[src/rtl/cmp_share_arb.sv]
// cmp_share_arb
// Round-robin arbiter that shares a single relational comparator among NREQ
// requesters. One request is granted at a time, its operands are captured,
// the compare is evaluated in a registered stage, and a 1-bit result is
// returned together with the owning requester index.
//
// Build option: define CMP_SIGNED_EN to widen opcodes to 4 bits. Bit 3 then
// selects a two's-complement compare for GT/GE/LT/LE. Without the macro,
// opcodes are 3 bits and all compares are unsigned.
//
// Handshake semantics:
//   - Request side: a requester holds req_valid[i] and its operands until it
//     sees req_ready[i]. req_ready is a one-cycle, one-hot pulse, produced
//     combinationally in IDLE. A transfer happens on the rising edge where
//     req_valid[i] and req_ready[i] are both high. Dropping req_valid before
//     a grant is allowed, and that requester is then skipped.
//   - Response side: rsp_valid stays high in RESP and every rsp_* output is
//     stable until the rising edge where rsp_valid and rsp_ready are both
//     high. After that edge rsp_valid goes low, so two results are never
//     issued back to back.
module cmp_share_arb #(
  parameter int NREQ  = 4,
  parameter int WIDTH = 8,
  parameter int IDW   = 2
) (
  input  logic                  clk,
  input  logic                  rst,
  input  logic [NREQ-1:0]       req_valid,
  output logic [NREQ-1:0]       req_ready,
  input  logic [NREQ*WIDTH-1:0] req_a,
  input  logic [NREQ*WIDTH-1:0] req_b,
`ifdef CMP_SIGNED_EN
  input  logic [NREQ*4-1:0]     req_op,
`else
  input  logic [NREQ*3-1:0]     req_op,
`endif
  output logic                  rsp_valid,
  input  logic                  rsp_ready,
  output logic [IDW-1:0]        rsp_id,
  output logic                  rsp_result,
  output logic                  rsp_err,
  output logic                  busy
);

`ifdef CMP_SIGNED_EN
  localparam int OPW = 4;
`else
  localparam int OPW = 3;
`endif

  typedef enum logic [1:0] {
    IDLE = 2'd0,
    EXEC = 2'd1,
    RESP = 2'd2
  } state_t;

  state_t state;
  state_t state_nxt;

  // Round-robin pointer: index that has highest priority in the next scan
  logic [IDW-1:0] rr_ptr;

  // Arbitration results
  logic           any_valid;
  logic [IDW-1:0] sel;
  logic           grant;

  // Operand mux output for the selected requester
  logic [WIDTH-1:0] sel_a;
  logic [WIDTH-1:0] sel_b;
  logic [OPW-1:0]   sel_op;

  // Captured transaction
  logic [WIDTH-1:0] cap_a;
  logic [WIDTH-1:0] cap_b;
  logic [OPW-1:0]   cap_op;
  logic [IDW-1:0]   cap_id;

  // Comparator outputs
  logic cmp_res;
  logic cmp_err;

  // Round-robin pick: first valid at or above rr_ptr, otherwise first valid overall
  always_comb begin
    logic           hi_any;
    logic           lo_any;
    logic [IDW-1:0] hi_sel;
    logic [IDW-1:0] lo_sel;
    hi_any = 1'b0;
    lo_any = 1'b0;
    hi_sel = '0;
    lo_sel = '0;
    // Scan from the top down so the lowest matching index is the one kept
    for (int i = NREQ - 1; i >= 0; i--) begin
      if (req_valid[i]) begin
        lo_any = 1'b1;
        lo_sel = IDW'(i);
        if (IDW'(i) >= rr_ptr) begin
          hi_any = 1'b1;
          hi_sel = IDW'(i);
        end
      end
    end
    any_valid = lo_any;
    sel       = hi_any ? hi_sel : lo_sel;
    grant     = (state == IDLE) && lo_any;
  end

  // Select the operand slices that belong to the chosen requester
  always_comb begin
    sel_a  = '0;
    sel_b  = '0;
    sel_op = '0;
    for (int i = 0; i < NREQ; i++) begin
      if (sel == IDW'(i)) begin
        sel_a  = req_a[i*WIDTH +: WIDTH];
        sel_b  = req_b[i*WIDTH +: WIDTH];
        sel_op = req_op[i*OPW +: OPW];
      end
    end
  end

  // Shared comparator working on the captured operands
  always_comb begin
    logic eq;
    logic lt;
    eq = (cap_a == cap_b);
`ifdef CMP_SIGNED_EN
    // Bit 3 switches the ordering compares to two's complement
    lt = cap_op[3] ? ($signed(cap_a) < $signed(cap_b)) : (cap_a < cap_b);
`else
    lt = (cap_a < cap_b);
`endif
    cmp_res = 1'b0;
    cmp_err = 1'b0;
    case (cap_op[2:0])
      3'd0:    cmp_res = eq;
      3'd1:    cmp_res = ~eq;
      3'd2:    cmp_res = ~lt & ~eq;
      3'd3:    cmp_res = ~lt;
      3'd4:    cmp_res = lt;
      3'd5:    cmp_res = lt | eq;
      default: cmp_err = 1'b1;
    endcase
  end

  // FSM state register
  always_ff @(posedge clk or posedge rst) begin
    if (rst) begin
      state <= IDLE;
    end else begin
      state <= state_nxt;
    end
  end

  // FSM next-state logic
  always_comb begin
    state_nxt = state;
    case (state)
      IDLE:    if (any_valid) state_nxt = EXEC;
      EXEC:    state_nxt = RESP;
      RESP:    if (rsp_ready) state_nxt = IDLE;
      default: state_nxt = IDLE;
    endcase
  end

  // FSM outputs: one-hot grant in IDLE, result valid in RESP
  always_comb begin
    req_ready = '0;
    for (int i = 0; i < NREQ; i++) begin
      req_ready[i] = grant && (sel == IDW'(i));
    end
    rsp_valid = (state == RESP);
    busy      = (state != IDLE);
  end

  // Capture on grant and advance the round-robin pointer past the winner
  always_ff @(posedge clk or posedge rst) begin
    if (rst) begin
      rr_ptr <= '0;
      cap_a  <= '0;
      cap_b  <= '0;
      cap_op <= '0;
      cap_id <= '0;
    end else if (grant) begin
      cap_a  <= sel_a;
      cap_b  <= sel_b;
      cap_op <= sel_op;
      cap_id <= sel;
      rr_ptr <= (sel == IDW'(NREQ - 1)) ? '0 : sel + 1'b1;
    end
  end

  // Register the comparison result in EXEC. It holds through RESP and afterwards.
  always_ff @(posedge clk or posedge rst) begin
    if (rst) begin
      rsp_id     <= '0;
      rsp_result <= 1'b0;
      rsp_err    <= 1'b0;
    end else if (state == EXEC) begin
      rsp_id     <= cap_id;
      rsp_result <= cmp_res;
      rsp_err    <= cmp_err;
    end
  end

endmodule

[config.mk]
export PLATFORM = sky130hd
export DESIGN_NAME = cmp_share_arb
export DESIGN_NICKNAME = d
export VERILOG_FILES = /design/src/rtl/cmp_share_arb.sv
export SDC_FILE = /design/constraint.sdc
export NUM_CORES = 1
export LEC_CHECK = 0
export CORE_ASPECT_RATIO = 1.25
export CORE_MARGIN = 2
export CORE_UTILIZATION = 38
export CTS_CLUSTER_DIAMETER = 80
export DETAILED_ROUTE_END_ITERATION = 7
export GPL_ROUTABILITY_DRIVEN = 1
export MAX_ROUTING_LAYER = met4
export PLACE_DENSITY = 0.88
export SYNTH_ARGS = -nofsm -noshare
export SYNTH_HDL_FRONTEND = slang
export SYNTH_SLANG_ARGS = --single-unit
[constraint.sdc]
create_clock -name clk -period 2.4 [get_ports clk]
set_clock_uncertainty 0.05 [all_clocks]
set_input_delay 0.36 -clock clk [delete_from_list [all_inputs] [get_ports clk]]
set_output_delay 0.36 -clock clk [all_outputs]
set_load 0.05 [all_outputs]
==> results.md, run 1 <==
* Failing checks: negative setup slack
* Pre-CTS worst setup slack at -0.405 ns
* DR top layer: met4
* Vias/cell at 5.74
* YS warnings at 0
* H-tree level count at 2
* IO Count at 93
* Pins Over Slew Limit at 0
* WL met3 at 485 um
* Seq cells post-synth at 29
* Tcrit/Tclk final at 102%
* Top FF cell, synth: dfrtp_1
* IO buf count at 92
* Final core utilization at 70.5%
* Reg2reg path depth at 12
* Switching Power at 2.06 mW
* CP required at 2.50 ns
* Synth cell count leaders: 41 x a21oi_1, 29 x dfrtp_1, 22 x nor2_1
* RSZ-0062 raised after global routing: true
* Synth Net Count at 336
* Status: finished, violations left
* Share of the synthesized area in the top cell type at 36.2%
* Y dimension of the die at 85.3 um
* CTS clk-pin slew, worst paths at 0.07 ns
* Die Width at 69 um
* Num CTS Buffers at 5
* Synth async-reset ratio at 100%
* Area growth syn-to-layout at 78.4%
* Final hold vios at 0
* TritonRoute pass-1 iters at 4
* Max-capacitance violation count at 0
* Reg power frac at 21.5%
* Launch point of the worst path: rr_ptr[1]$_DFFE_PP0P_
* Largest net degree at the start of global routing at 33
* Crit-path slowest cell: dfrtp_1
* Count leader, synth: a21oi_1
* CP Max Fanout at 18
* First-pass GRT wire length at 11,300 um
* Crit path DAT at 2.56 ns
* Worst-skew pair later-pin latency at 0.28 ns
* Minimum clock period at 2.46 ns
* Gate power share at 69.2%
* CTS sink cnt at 29
* Initial antenna violation count at 0
* CP Launch Type: flip-flop
* Design internal power at 2.39 mW
* Worst Slack Setup Final at -0.0584 ns
* Area contributors post-synth: dfrtp_1 36%, a21oi_1 10%, a221oi_1 8.3%, ha_1 7.5%, nor2b_1 6.5%
* Endpoints failing setup at 14
* Post-synthesis sequential area ratio at 36.2%
* Met1 wire length at 3030 um
* Clock power share at 9.3%
* Clock Tree Buf Depth at 2
* CTS tree: yes
* Mapped Cells at 241
* EDFF count, synth at 0
* Max Fclk at 407 MHz
* Nets at 439
* Min-delay worst type: in2async
* Placed insts at 394
* Finished Layout Cells at 406
* WL final at 8000 um
* Wire per inst at 19.7 um
* Post-DRT Antenna Nets at 0
* First DRT Iteration DRCs at 105
* Max_slew headroom at 65.6%
* Distinct cells, synth at 35
* Total global-route track usage at 24.6%
* Area leader, netlist: dfrtp_1
* R2r endpoint: cap_b[6]$_DFFE_PP0P_
* Syn_area_per_cell at 8.33 um^2
* Tightest Pin Transition at 0.514 ns
* CP endpoint kind: flip-flop
* Pwr dens at 1240 mW/mm^2
* Met2 wire len at 4260 um
* Worst-path cell chain: nor2b_4 > nand2_1 > o21ai_2 > a221oi_4 > inv_2 > ha_4 > nor2b_2 > buf_12 > a221oi_1 > nor3_1 > a21oi_1 > a21oi_1
* CTS Hold Bufs at 0
* GR Overflow Total at 0
* Hpwl dp at 4660 um
* Full die area at 0.00588 mm^2
* Via count at 2,331
* Number of remaining DRC errors at 0
* Gpl congestion at 0.849
* Leak Pwr at 1.46 nW
* Share of layout cells above drive strength 1 at 22.1%
* Worst path max stage delay at 0.40 ns
* RR Startpoint: rr_ptr[1]$_DFFE_PP0P_
* Initial core utilization at 39.5%
* Vias in the first global route at 2,431
* Setup crit end: cap_b[6]$_DFFE_PP0P_
* VDD IR max at 0.834 mV
* Kind of critical path: reg2reg
* Root Buffer: clkbuf_8
* Post-synthesis instance area at 0.00201 mm^2
* Core area at 0.00508 mm^2
* Cell seen most often among critical-path stages: a21oi_1
* R2R Setup Slk at -0.06 ns
* N_diodes at 0
* Site row count at 29
* Sw Share at 46.3%
timing repair:
action | 4_1_cts | 5_1_grt
cloned | 3 | 0
resized for setup | 23 | 28
setup buffers | 3 | 0
endpoints found under the setup margin | 23 | 23
pin swaps | 4 | 12
critical path: cells and delay by family (launching register included):
family	cells	cell delay [ns]
and+or+nand+nor	4	0.47
DFF	1	0.40
buffers and inverters	2	0.27
adders and majority gates	1	0.17
AOI/OAI and AO/OA	5	0.94
state kept, by name, summed over array words and instances, names as in the netlist:
register	cells
rr_ptr	2
rsp_err	1
rsp_id	2
state	2
cap_a	8
cap_id	2
cap_op	3
cap_b	8
rsp_result	1
cell usage in the layout (no fill, tap or decap), types with 8 or more instances in the layout:
| master | synthesis | layout |
|---|---|---|
| a221oi_2 | 1 | 9 |
| dfrtp_1 | 29 | 29 |
| nor2b_1 | 21 | 19 |
| inv_1 | 14 | 12 |
| nor3_1 | 19 | 15 |
| a21oi_1 | 41 | 37 |
| nand2_1 | 8 | 8 |
| buf_4 | 0 | 11 |
| ha_1 | 12 | 8 |
| nor2_1 | 22 | 21 |
| clkdlybuf4s50_1 | 0 | 87 |
worst min-delay path by stage:
stage / from / end / depth (start not counted)
2_1_floorplan: rst / cap_a[0]$_DFFE_PP0P_ / 1
3_3_place_gp: rsp_err$_DFFE_PP0N_ / rsp_err$_DFFE_PP0N_ / 2
3_5_place_dp: cap_id[1]$_DFFE_PP0P_ / cap_id[1]$_DFFE_PP0P_ / 1
4_1_cts: rst / cap_a[0]$_DFFE_PP0P_ / 3
5_1_grt: rst / cap_a[6]$_DFFE_PP0P_ / 3
6_report: rst / cap_a[6]$_DFFE_PP0P_ / 3
power groups by stage:
| stage | Sequential, mW | Combinational [mW] | Clock (mW) |
|---|---|---|---|
| 2_1_floorplan | 0.994 | 1.54 | 0 |
| 3_3_place_gp | 0.916 | 2.31 | 0 |
| 3_5_place_dp | 0.930 | 2.40 | 0 |
| 4_1_cts | 0.928 | 2.71 | 0.399 |
| 5_1_grt | 0.987 | 3.31 | 0.438 |
| 6_report | 0.956 | 3.08 | 0.411 |
cell families after synthesis:
family	after synthesis	share of synthesized area [%]
mux	5	2.74
fa+ha+maj	12	7.48
flops	29	36.2
buf+inv	31	6.17
simple gates	88	23.3
compound gates	76	24.1
through the flow:
stage,total power [mW],area (um^2),hold slack [ns],setup TNS (ns)
CTS,4.03,3420,0.414,-0.0555
finish,4.44,3580,0.404,-0.498
global route,4.73,3580,0.439,-2.75
global placement,3.23,3140,0.420,-5.13
detailed placement,3.33,3140,0.449,-7.26
floorplan,2.54,2030,0.388,0
routing by layer:
metal,track usage [%],vias to the layer above
li1,-,1075
met1,25.8,1112
met2,44.8,125
met3,4.87,19
met4,10.2,0
met5,-,-
final cells by class:
cell class	count	area, um^2
timing repair buffer	113	1220
inverter	14	52.6
multi-input combinational	181	1420
sequential	29	726
clock buffer	7	86.3
fill	348	1500
tap	62	77.6
Note: power is estimated with default switching activity, not from simulation.
==> run 2: changes to the inputs <==
--- a/config.mk
+++ b/config.mk
@@ -6,7 +6,7 @@
 export NUM_CORES = 1
 export LEC_CHECK = 0
 export CORE_ASPECT_RATIO = 1.25
-export CORE_MARGIN = 2
+export CORE_MARGIN = 3
 export CORE_UTILIZATION = 38
 export CTS_CLUSTER_DIAMETER = 80
 export DETAILED_ROUTE_END_ITERATION = 7
==> run 2 against run 1 <==
Against the previous run:
- the flow still finishes with violations (negative setup slack)
- critical path depth stayed put
- total power is 21% higher
- die area is 5.3% higher
- first-iteration DRC count grew to 3.5 times the previous value
- non-clock buffer count is 21 higher
- final cell count is 5.2% higher
- critical path type unchanged
==> results.md, run 2 (synthesis results as in run 1) <==
* Clock Tree Buf Depth at 2
* Post-DRT Antenna Nets at 0
* Launch point of the worst path: rr_ptr[0]$_DFFE_PP0P_
* Pins Over Slew Limit at 0
* Die Width at 71 um
* Kind of critical path: reg2reg
* Y dimension of the die at 87.3 um
* Hold WS at 0.398 ns
* Reg2reg path depth at 12
* Leak Pwr at 1.64 nW
* Minimum clock period at 2.71 ns
* Worst-path cell chain: inv_1 > o21ai_0 > a221oi_2 > inv_2 > buf_6 > ha_4 > nor2b_4 > buf_6 > a221oi_2 > nor3_1 > a21oi_1 > a21oi_1
* Clock power share at 8.9%
* R2R Setup Slk at -0.31 ns
* R2r endpoint: cap_a[3]$_DFFE_PP0P_
* CTS tree: yes
* Switching Power at 2.60 mW
* Initial antenna violation count at 0
* VDD IR max at 0.968 mV
* First DRT Iteration DRCs at 364
* Top flop regs: cap_a x8, cap_b x8, cap_op x3
* Endpoints failing setup at 23
* Root Buffer: clkbuf_8
* Worst path max stage delay at 0.52 ns
* Via count at 2,814
* Hpwl dp at 4710 um
* Crit path max-delay family: compound AO/OA/AOI/OAI gates
* CP Max Fanout at 6
* CP endpoint kind: flip-flop
* Worst-skew pair later-pin latency at 0.29 ns
* Min-delay worst type: in2async
* WP buf/inv at 4
* WL final at 11,500 um
* Site row count at 28
* Largest net degree at the start of global routing at 30
* CTS sink cnt at 29
* Tcrit/Tclk final at 113%
* RSZ-0062 raised after global routing: true
* Number of remaining DRC errors at 0
* Pwr dens at 1330 mW/mm^2
* Area growth syn-to-layout at 100%
* GR Overflow Total at 0
* CP required at 2.50 ns
* Gpl congestion at 0.886
* Num CTS Buffers at 5
* Crit-path slowest cell: dfrtp_1
* Worst Slack Setup Final at -0.314 ns
* Reg power frac at 18.3%
* Commonest non-fill, non-tap cell in the layout: clkdlybuf4s50_1
* Core area at 0.00490 mm^2
* IO Count at 93
* Most frequent cells in the layout: 85 x clkdlybuf4s50_1, 30 x a21oi_1, 29 x dfrtp_1
* H-tree level count at 2
* Status: finished, violations left
* CTS Hold Bufs at 0
* RR Startpoint: rr_ptr[0]$_DFFE_PP0P_
* IO buf count at 92
* Tightest Pin Transition at 0.580 ns
* Pre-CTS worst setup slack at -0.980 ns
* TritonRoute pass-1 iters at 5
* CP Launch Type: flip-flop
* Share of layout cells above drive strength 1 at 34.6%
* Initial core utilization at 40.9%
* Vias in the first global route at 2,604
* Nets at 461
* Max Fclk at 369 MHz
* Gate power share at 72.8%
* Sw Share at 48.5%
* Total global-route track usage at 27.7%
* Max_slew headroom at 61.3%
* Max-capacitance violation count at 0
* Final hold vios at 0
* Crit path DAT at 2.81 ns
* Wire per inst at 27.0 um
* Full die area at 0.00619 mm^2
* Failing checks: negative setup slack
* CTS clk-pin slew, worst paths at 0.08 ns
* First-pass GRT wire length at 12,900 um
* Vias/cell at 6.59
* N_diodes at 0
* Design internal power at 2.76 mW
[run 2: changes by cell type in the layout (fill, tap and decap cells not counted), sizes merged]
cell | before | now
bufbuf | 2 | 1
clkdlybuf4s50 | 87 | 85
nor2b | 21 | 22
buf | 23 | 45
dlygate4sd2 | 1 | 2
clkinv | 0 | 1
dlymetal6s2s | 0 | 1
[run 2: layer usage]
metal	track usage, %	up-vias	share of wire [%]
li1	-	1119	-
met1	29.8	1359	36
met4	14.4	0	6.4
met3	4.85	72	8.9
met2	48.4	264	49
met5	-	-	0
[run 2: final cells by class]
class | instances | area [um^2]
Clock buffer | 7 | 96.3
Clock inverter | 1 | 5.00
Fill cell | 215 | 883
Inverter | 14 | 52.6
Multi-Input combinational cell | 182 | 1670
Sequential cell | 29 | 726
Tap cell | 60 | 75.1
Timing Repair Buffer | 134 | 1400
[run 2: per-stage QoR]
step | setup TNS [ns] | cells | utilization [%] | power [mW] | instance area [um^2]
after floorplan | 0 | 241 | - | 2.54 | 2030
after global placement | -15.28 | 393 | 63.5 | 3.19 | 3120
after detailed placement | -17.33 | 393 | 63.5 | 3.29 | 3120
after CTS | -1.28 | 418 | 73.7 | 4.27 | 3610
after global routing | -5.29 | 427 | 82.0 | 5.55 | 4020
final | -4.41 | 427 | 82.0 | 5.36 | 4020
[run 2: power by group through the flow]
stage	sequential, mW	clock (mW)	combinational (mW)
finish	0.982	0.475	3.91
global placement	0.912	0	2.28
global route	1.00	0.488	4.06
floorplan	0.994	0	1.54
detailed placement	0.921	0	2.37
CTS	0.917	0.440	2.91
[run 2: worst register-to-register path, delay by kind of cell (launching register included)]
kind / cells / cell delay (ns)
DFF: 1 / 0.52
AOI/OAI and AO/OA: 5 / 1.10
adders and majority gates: 1 / 0.17
buffers and inverters: 4 / 0.49
and+or+nand+nor: 2 / 0.25
[run 2: worst max-delay path by stage]
stage               cells after the start  slack, ns                     to
global route                           12      -0.35   cap_a[3]$_DFFE_PP0P_
CTS                                     9      -0.16           req_ready[2]
global placement                       12      -0.86   cap_b[6]$_DFFE_PP0P_
finish                                 12      -0.31   cap_a[3]$_DFFE_PP0P_
floorplan                              12      0.002   cap_a[0]$_DFFE_PP0P_
detailed placement                     12      -0.98  cap_op[2]$_DFFE_PP0P_
[run 2: what timing repair did]
action / CTS / global route
setup endpoints to repair: 23 / 23
gates cloned: 4 / 1
gates resized for setup: 40 / 65
setup buffers: 14 / 12
pin swaps: 20 / 33
==> run 3: changes to the inputs <==
--- a/config.mk
+++ b/config.mk
@@ -5,10 +5,9 @@
 export SDC_FILE = /design/constraint.sdc
 export NUM_CORES = 1
 export LEC_CHECK = 0
-export CORE_ASPECT_RATIO = 1.25
+export CORE_ASPECT_RATIO = 1.2
 export CORE_MARGIN = 3
 export CORE_UTILIZATION = 38
-export CTS_CLUSTER_DIAMETER = 80
 export DETAILED_ROUTE_END_ITERATION = 7
 export GPL_ROUTABILITY_DRIVEN = 1
 export MAX_ROUTING_LAYER = met4
==> run 3 against run 2 <==
Against the previous run:
- the run still ends with negative setup slack left
- via count down 1.6%
- sequential share of layout area increased by 0.35 points
- largest cell class unchanged
- combinational power shrank 3%
- critical path depth rose by 1
- die area hardly changed
- utilization decreased by 3.1 points
- global-route usage is 5.2 points lower
- hold slack got worse by 0.011 ns
- largest power group unchanged
==> results.md, run 3 (synthesis results as in run 1) <==
* Status: finished, violations left
* Failing checks: negative setup slack
* Max_slew headroom at 62.2%
* IO buf count at 92
* Nets at 462
* Vias in the first global route at 2,358
* Post-DRT Antenna Nets at 0
* Clock Tree Buf Depth at 2
* Number of remaining DRC errors at 0
* Full die area at 0.00619 mm^2
* Commonest non-fill, non-tap cell in the layout: clkdlybuf4s50_1
* Clock power share at 8.0%
* Pre-CTS worst setup slack at -1.03 ns
* First DRT Iteration DRCs at 494
* GR Overflow Total at 0
* CP Max Fanout at 5
* Pwr dens at 1310 mW/mm^2
* First-pass GRT wire length at 10,700 um
* Crit path DAT at 2.87 ns
* Design internal power at 2.74 mW
* Min-delay worst type: in2async
* IO Count at 93
* Die Width at 72.3 um
* Total global-route track usage at 22.4%
* R2R Setup Slk at -0.31 ns
* Endpoints failing setup at 23
* CTS Hold Bufs at 0
* Reg2reg path depth at 13
* Reg power frac at 18.8%
* Core area at 0.00501 mm^2
* RSZ-0062 raised after global routing: true
* Minimum clock period at 2.71 ns
* Root Buffer: clkbuf_8
* TritonRoute pass-1 iters at 5
* CP Launch Type: flip-flop
* Leak Pwr at 1.63 nW
* Site row count at 28
* Max-capacitance violation count at 0
* Wire per inst at 24.2 um
* WL final at 10,400 um
* CTS clk-pin slew, worst paths at 0.07 ns
* Largest net degree at the start of global routing at 39
* Num CTS Buffers at 5
* Worst-skew pair later-pin latency at 0.29 ns
* Via count at 2,769
* Pins Over Slew Limit at 0
* Most frequent cells in the layout: 85 x clkdlybuf4s50_1, 35 x a21oi_1, 28 x dfrtp_1
* CP endpoint kind: flip-flop
* Gate power share at 73.2%
* Initial core utilization at 40.1%
* CTS sink cnt at 29
* Share of layout cells above drive strength 1 at 30.7%
* Cell area after placement at 0.00313 mm^2
* RR Startpoint: rr_ptr[1]$_DFFE_PP0P_
* VDD IR max at 0.849 mV
* Final hold vios at 0
* H-tree level count at 2
* Y dimension of the die at 85.6 um
* R2r endpoint: cap_b[4]$_DFFE_PP0P_
* N_diodes at 0
* Area growth syn-to-layout at 96.9%
* Tightest Pin Transition at 0.566 ns
* Tcrit/Tclk final at 113%
* Sw Share at 47.1%
* Hpwl dp at 4690 um
* Initial antenna violation count at 0
* Final instance area at 0.00395 mm^2
* Max Fclk at 369 MHz
* Vias/cell at 6.47
* Kind of critical path: reg2reg
* CTS tree: yes
* CP required at 2.56 ns
* Gpl congestion at 0.841
* Final core utilization at 78.9%
* Worst Slack Setup Final at -0.313 ns
* Switching Power at 2.44 mW
* Top flop regs: cap_a x8, cap_b x8, cap_op x3
-- run 3: timing repair --
item                       4_1_cts  5_1_grt
resized for setup               25       51
buffers inserted                 6       14
gates cloned                     2        7
pin swaps                        4       21
setup endpoints to repair       23       23
-- run 3: power groups by stage --
stage               logic [mW]  clock network (mW)  registers [mW]
floorplan                 1.54                   0           0.994
global placement          2.32                   0           0.915
detailed placement        2.41                   0           0.926
CTS                       2.72               0.387           0.924
global route              3.96               0.434           0.994
finish                    3.79               0.416           0.974
-- run 3: final cells by class --
class / instances / area [um^2]
multi-input cells: 183 / 1510
clock inverters: 2 / 10.0
fillers: 244 / 1060
clock buffers: 6 / 72.6
well taps: 60 / 75.1
flip-flops and latches: 29 / 727
repair buffers: 134 / 1500
inverters: 14 / 52.6
-- run 3: routing by layer --
| metal | GRT usage [%] | part of all wire, % | up-vias |
|---|---|---|---|
| met4 | 8.21 | 5.7 | 0 |
| met3 | 2.93 | 8.9 | 62 |
| li1 | - | - | 1123 |
| met2 | 40.2 | 50 | 240 |
| met5 | - | 0 | - |
| met1 | 25.0 | 35 | 1344 |
-- run 3: worst max path at each step --
stage / from / endpoint / slack, ns / cells after the start
6_report: rr_ptr[1]$_DFFE_PP0P_ / cap_b[4]$_DFFE_PP0P_ / -0.31 / 13
3_3_place_gp: req_valid[3] / cap_a[1]$_DFFE_PP0P_ / -0.94 / 12
5_1_grt: rr_ptr[1]$_DFFE_PP0P_ / cap_b[4]$_DFFE_PP0P_ / -0.37 / 13
4_1_cts: rr_ptr[1]$_DFFE_PP0P_ / req_ready[1] / -0.14 / 7
3_5_place_dp: req_valid[3] / cap_a[1]$_DFFE_PP0P_ / -1.03 / 12
2_1_floorplan: rr_ptr[1]$_DFFE_PP0P_ / cap_a[0]$_DFFE_PP0P_ / 0.002 / 12
-- run 3: metrics by stage --
| step | hold WS, ns | std cells | setup TNS (ns) | total power, mW |
|---|---|---|---|---|
| 2_1_floorplan | 0.388 | 241 | 0 | 2.54 |
| 3_3_place_gp | 0.415 | 393 | -16.57 | 3.24 |
| 3_5_place_dp | 0.430 | 393 | -18.62 | 3.34 |
| 4_1_cts | 0.413 | 408 | -1.64 | 4.03 |
| 5_1_grt | 0.451 | 428 | -4.41 | 5.39 |
| 6_report | 0.387 | 428 | -2.72 | 5.18 |
-- run 3: worst max-delay path: stages (launching register included) --
cell and delay, ns:
dfrtp_1 0.40, nor2b_4 0.15, nand2_1 0.09, o21ai_2 0.07, a221oi_2 0.35, inv_2 0.12
ha_4 0.21, buf_4 0.14, nor2b_4 0.25, buf_6 0.15, a221oi_2 0.06, nor3_1 0.29
a21oi_1 0.12, a21oi_1 0.18
